===== src/rtl/ram_port_arbiter_pkg.sv =====
// Shared types and default sizes for the two-port RAM arbiter.
// Owner state records which requester a just-issued read belongs to.
package ram_port_arbiter_pkg;

  localparam int ADDR_W_DEF   = 9;
  localparam int DATA_W_DEF   = 32;
  localparam int MAX_WAIT_DEF = 4;
  localparam int WAIT_W       = 4;

  typedef enum logic [1:0] {
    ST_IDLE = 2'd0,
    ST_RD0  = 2'd1,
    ST_RD1  = 2'd2
  } owner_state_e;

endpackage


===== src/rtl/ram_port_arbiter_starve.sv =====
// Saturating count of consecutive cycles the I/O port was refused;
// raises force1 once the port has waited MAX_WAIT cycles.
module arb_starve_counter
  import ram_port_arbiter_pkg::*;
#(
  parameter int MAX_WAIT = MAX_WAIT_DEF
) (
  input  logic clk,
  input  logic rst,
  input  logic m1_req,
  input  logic m1_gnt,
  output logic force1
);

  localparam logic [WAIT_W-1:0] MAX_WAIT_C = WAIT_W'(MAX_WAIT);

  logic [WAIT_W-1:0] wait_cnt_r;

  // Wait counter: clears when port 1 is served or stops asking, else saturates.
  always_ff @(posedge clk) begin
    if (rst) begin
      wait_cnt_r <= {WAIT_W{1'b0}};
    end else if (!m1_req || m1_gnt) begin
      wait_cnt_r <= {WAIT_W{1'b0}};
    end else if (wait_cnt_r != MAX_WAIT_C) begin
      wait_cnt_r <= wait_cnt_r + {{(WAIT_W-1){1'b0}}, 1'b1};
    end else begin
      wait_cnt_r <= wait_cnt_r;
    end
  end

  assign force1 = m1_req && (wait_cnt_r == MAX_WAIT_C);

endmodule


===== src/rtl/ram_port_arbiter.sv =====
// Arbitrates one single-port synchronous RAM between the CPU (port 0, priority)
// and the I/O engine (port 1), routing each read result back to its issuer.
module ram_port_arbiter
  import ram_port_arbiter_pkg::*;
#(
  parameter int ADDR_W   = ADDR_W_DEF,
  parameter int DATA_W   = DATA_W_DEF,
  parameter int MAX_WAIT = MAX_WAIT_DEF
) (
  input  logic              clk,
  input  logic              rst,
  input  logic              m0_req,
  input  logic              m0_we,
  input  logic [ADDR_W-1:0] m0_addr,
  input  logic [DATA_W-1:0] m0_wdata,
  output logic              m0_gnt,
  output logic              m0_rvalid,
  output logic [DATA_W-1:0] m0_rdata,
  input  logic              m1_req,
  input  logic              m1_we,
  input  logic [ADDR_W-1:0] m1_addr,
  input  logic [DATA_W-1:0] m1_wdata,
  output logic              m1_gnt,
  output logic              m1_rvalid,
  output logic [DATA_W-1:0] m1_rdata,
  output logic              ram_en,
  output logic              ram_we,
  output logic [ADDR_W-1:0] ram_addr,
  output logic [DATA_W-1:0] ram_wdata,
  input  logic [DATA_W-1:0] ram_rdata
);

  owner_state_e state_r;
  owner_state_e state_nxt_s;
  logic         force1_s;
  logic         m0_gnt_s;
  logic         m1_gnt_s;

  arb_starve_counter #(
    .MAX_WAIT (MAX_WAIT)
  ) u_starve (
    .clk    (clk),
    .rst    (rst),
    .m1_req (m1_req),
    .m1_gnt (m1_gnt_s),
    .force1 (force1_s)
  );

  // Grants are suppressed during reset so no access can slip through.
  assign m1_gnt_s = !rst && m1_req && (!m0_req || force1_s);
  assign m0_gnt_s = !rst && m0_req && !m1_gnt_s;
  assign m0_gnt   = m0_gnt_s;
  assign m1_gnt   = m1_gnt_s;

  // RAM request mux: drive the granted port's access, all zero when idle.
  always_comb begin
    ram_en    = 1'b0;
    ram_we    = 1'b0;
    ram_addr  = {ADDR_W{1'b0}};
    ram_wdata = {DATA_W{1'b0}};
    if (m1_gnt_s) begin
      ram_en    = 1'b1;
      ram_we    = m1_we;
      ram_addr  = m1_addr;
      ram_wdata = m1_wdata;
    end else if (m0_gnt_s) begin
      ram_en    = 1'b1;
      ram_we    = m0_we;
      ram_addr  = m0_addr;
      ram_wdata = m0_wdata;
    end else begin
      ram_en    = 1'b0;
    end
  end

  // Owner state register.
  always_ff @(posedge clk) begin
    if (rst) begin
      state_r <= ST_IDLE;
    end else begin
      state_r <= state_nxt_s;
    end
  end

  // Next owner: only reads are tracked, since writes return nothing.
  always_comb begin
    state_nxt_s = ST_IDLE;
    if (m0_gnt_s && !m0_we) begin
      state_nxt_s = ST_RD0;
    end else if (m1_gnt_s && !m1_we) begin
      state_nxt_s = ST_RD1;
    end else begin
      state_nxt_s = ST_IDLE;
    end
  end

  // Read return steering; a reset in the return cycle drops the pending data.
  always_comb begin
    m0_rvalid = 1'b0;
    m1_rvalid = 1'b0;
    m0_rdata  = {DATA_W{1'b0}};
    m1_rdata  = {DATA_W{1'b0}};
    case (state_r)
      ST_RD0: begin
        if (!rst) begin
          m0_rvalid = 1'b1;
          m0_rdata  = ram_rdata;
        end else begin
          m0_rvalid = 1'b0;
        end
      end
      ST_RD1: begin
        if (!rst) begin
          m1_rvalid = 1'b1;
          m1_rdata  = ram_rdata;
        end else begin
          m1_rvalid = 1'b0;
        end
      end
      default: begin
        m0_rvalid = 1'b0;
        m1_rvalid = 1'b0;
      end
    endcase
  end

endmodule


===== config.mk =====
export PLATFORM = sky130hd
export DESIGN_NAME = ram_port_arbiter
export DESIGN_NICKNAME = d
export VERILOG_FILES = /design/src/rtl/ram_port_arbiter_pkg.sv /design/src/rtl/ram_port_arbiter_starve.sv /design/src/rtl/ram_port_arbiter.sv
export SDC_FILE = /design/constraint.sdc
export NUM_CORES = 1
export LEC_CHECK = 0
export ABC_AREA = 0
export CAP_MARGIN = 0
export CORE_MARGIN = 8
export CORE_UTILIZATION = 30
export DETAILED_ROUTE_END_ITERATION = 8
export PLACE_DENSITY_LB_ADDON = 0.3
export SYNTH_ARGS = -nofsm -noshare
export SYNTH_HDL_FRONTEND = slang
export SYNTH_HIERARCHICAL = 1
export SYNTH_SLANG_ARGS = --single-unit

===== constraint.sdc =====
create_clock -name clk -period 2.3 [get_ports clk]
set_input_delay 0.46 -clock clk [delete_from_list [all_inputs] [get_ports clk]]
set_output_delay 0.46 -clock clk [all_outputs]
set_load 0.01 [all_outputs]

==> impl_metrics.toml <==
[final_layout]
antenna_cells = 0
utilization_pct = 68.75
areaGrowthSynthToFinish_pct = 123.7
final_area_um2 = 4933
fin_nets = 618
drive_above_1_share_pct = 29.15

[clocking]
worstSkewPairLatency_ns = 0.22
cts_tree = "yes"
clock-root-buffer = "clkbuf_8"
numCtsBuffers = 3
ctsLongestPathBuffers = 2
clk_pin_slew_ns = 0.04
cts_htree_levels = 1
cts_sinks = 6

[synthesis]
avgSynthCellArea_um2 = 8.550
ys_warn_count = 6
syn-cell-area_um2 = 2206
synth.distinct_cells = 28
synth_edf_count = 0
synth_seq_area_share_pct = 5.445
syn-num-nets = 380
synth_cells = 258
ys_dominant_reg_cell = "dfxtp_1"
synth-seq-cells = 6
ys_async_sr_fraction_pct = 0

[timing]
setup_ws_ns = 0.03792
hold_viol = 0
finalCritPeriodShare_pct = 98.35
period_minus_slack_ns = 2.262
rsz0062_at_grt = "true"
fin_tns_setup_ns = 0
drv_slew = 0
worst-slew-pin-transition_ns = 0.2476
slew_headroom_pct = 83.27
fmax_mhz = 442.1
setup_violations = 0
finClkSkew_ns = 0.002358

[run_status]
status = "finished, final reports clean"

[critical_path]
crit_chain = "buf_2 > buf_12 > nor3b_4 > buf_12 > and2_1 > clkdlybuf4s50_1"
reg2regPathDepth = 9
slowest_stage = "clkdlybuf4s50_1"
crit_fanout = 16
setup.worst_path.start = "rst"
ff2ff_setup_slack_ns = 0.46
r2r_end = "u_starve/wait_cnt_r[2]"
crit_top_cell = "buf_12"
startpoint_type = "primary input"
critPathRequiredTime_ns = 1.84
cp-end-kind = "primary output"
slowest_delay_ns = 0.54
r2r-start = "u_starve/wait_cnt_r[1]"
crit_arrival_ns = 1.80
cpLargestDelayFamily = "buffers and inverters"
worstSetupPathType = "primary input to primary output"
path_buf_inv = 4

[die]
rows = 31
start_util_pct = 30.74
die_w_um = 101.8
core_area_um2 = 7176
io_pins = 231
die_area_um2 = 10350
die_height_um = 101.8

[global_route]
overflow = 0
antenna_found_initial = 0
use_met1_pct = 17.10
met2_usage_pct = 34.91
grt_pass1_wl_um = 14840
track_usage_pct = 18.02
top_usage_layer = "met2"
grt_util_met3_pct = 7.629
grt_pass1_vias = 2881
grt_max_degree = 85

[power]
p_per_area_nw_per_um2 = 193.1
switching_power_w = 0.0003188
p_seq_share_pct = 11.6
p_clk_share_pct = 16.9
max-vdd-ir-drop_v = 0.0001027
comb_power_share_pct = 71.5
p_leak_nw = 2.642
swShare_pct = 33.46
p_int_w = 0.0006339

[route]
avgRoutedWirePerCell_um = 18.30
vias = 2798
drc = 0
ant_nets = 0
dr.pass1.iters = 4
viasPerCell = 4.718
drt_iter0_markers = 42
wl_um = 10850

[worst_hold_path]
hold_path_end = "u_starve/wait_cnt_r[3]"
worstHoldPathType = "flop to flop"
min_from = "u_starve/wait_cnt_r[3]"
min_path_cells = 2

[placed_design]
dp_hpwl_um = 8634
place_ws_ns = -0.5288
placed_cell_area_um2 = 4720
port_buffers = 230
routabilityCongestion = 0.7949

[flow_run]
drv_cap = 0
[Yosys cell counts, types with 2 or more instances]
library cell	n	area, µm²
buf_4	2	15.01
inv_1	4	15.01
o32ai_2	41	666.9
and2_1	62	387.9
mux2i_1	2	20.02
nand2b_4	7	96.34
dfxtp_1	6	120.1
nor2_1	9	33.78
buf_6	8	90.09
clkbuf_2	4	20.02
nor4bb_1	2	20.02
nor3_1	2	10.01
nand2b_1	77	481.7
buf_2	16	80.08
ha_1	2	25.02
nor3b_4	2	37.54
[worst max path at each step]
stage	to	cells after the start
final	m0_rdata[1]	6
after global routing	ram_addr[2]	8
after CTS	ram_wdata[14]	8
after detailed placement	ram_addr[4]	7
after global placement	m1_gnt	7
after floorplan	u_starve/wait_cnt_r[2]	10
[per-layer routing]
metal	vias up	wire length (µm)
met5	-	0
met4	0	110
met3	8	1130
met2	149	5753
met1	1269	3859
li1	1372	-
[layout make-up]
class | count | area, µm²
clock buffers | 3 | 41.29
multi-input cells | 218 | 2027
flip-flops and latches | 6 | 122.6
fillers | 560 | 2242
well taps | 99 | 123.9
repair buffers | 262 | 2600
inverters | 5 | 18.77
[flip-flops by register name (all words and copies together) (netlist names)]
name and cells:
u_starve/wait_cnt_r 4, state_r 2
[tightest hold or removal path: cells and delay by family, from the launching register on]
family / cells / cell delay [ns]
DFF: 1 / 0.32
muxes: 1 / 0.13
and+or+nand+nor: 1 / 0.05
[power by group through the flow]
stage                     registers (W)  clock network [W]  logic, W
after floorplan                0.000112                  0  0.000276
after detailed placement       0.000112                  0  0.000674
after global routing           0.000111           0.000173  0.000729
after CTS                      0.000110           0.000160  0.000646
after global placement         0.000112                  0  0.000665
final                          0.000111           0.000161  0.000681
[logic make-up after synthesis]
kind of cell,synth area share (%)
AOI/OAI and AO/OA,31.31
xor gates and xnor gates,0.3971
adders and majority gates,1.134
buffers and inverters,10.15
DFF,5.445
muxes,0.9076
and+or+nand+nor,50.65
[through the flow]
stage	hold slack, ns	total power, W	instances
6_report	0.5555	0.0009527	593
5_1_grt	0.5876	0.001013	593
4_1_cts	0.5568	0.0009161	589
3_5_place_dp	0.5549	0.0007856	584
3_3_place_gp	0.5228	0.0007761	584
2_1_floorplan	0.5010	0.0003880	258
[what timing repair did]
action	4_1_cts	5_1_grt
pin swaps	2	12
gates cloned	1	4
setup endpoints to repair	56	92
hold buffers	0	0
endpoints found under the hold margin	0	0
resized for setup	197	69
buffers inserted	1	1
[cell usage in the layout, fill, tap and decap left out, types with 2 or more instances in the layout]
cell,n
clkdlybuf4s50_1,131
nand2b_1,77
and2_1,62
dlymetal6s2s_1,40
buf_2,40
o32ai_2,31
buf_4,16
dlygate4sd2_1,14
o32ai_4,10
nor2_1,8
buf_6,8
buf_12,8
nand2b_4,7
inv_2,4
dfxtp_1,4
clkbuf_8,3
clkbuf_16,3
nor2b_4,2
nor3_2,2
nor4bb_1,2
nor3b_4,2
mux2i_1,2
dfxtp_2,2
Power figures use the tool's default switching activity.
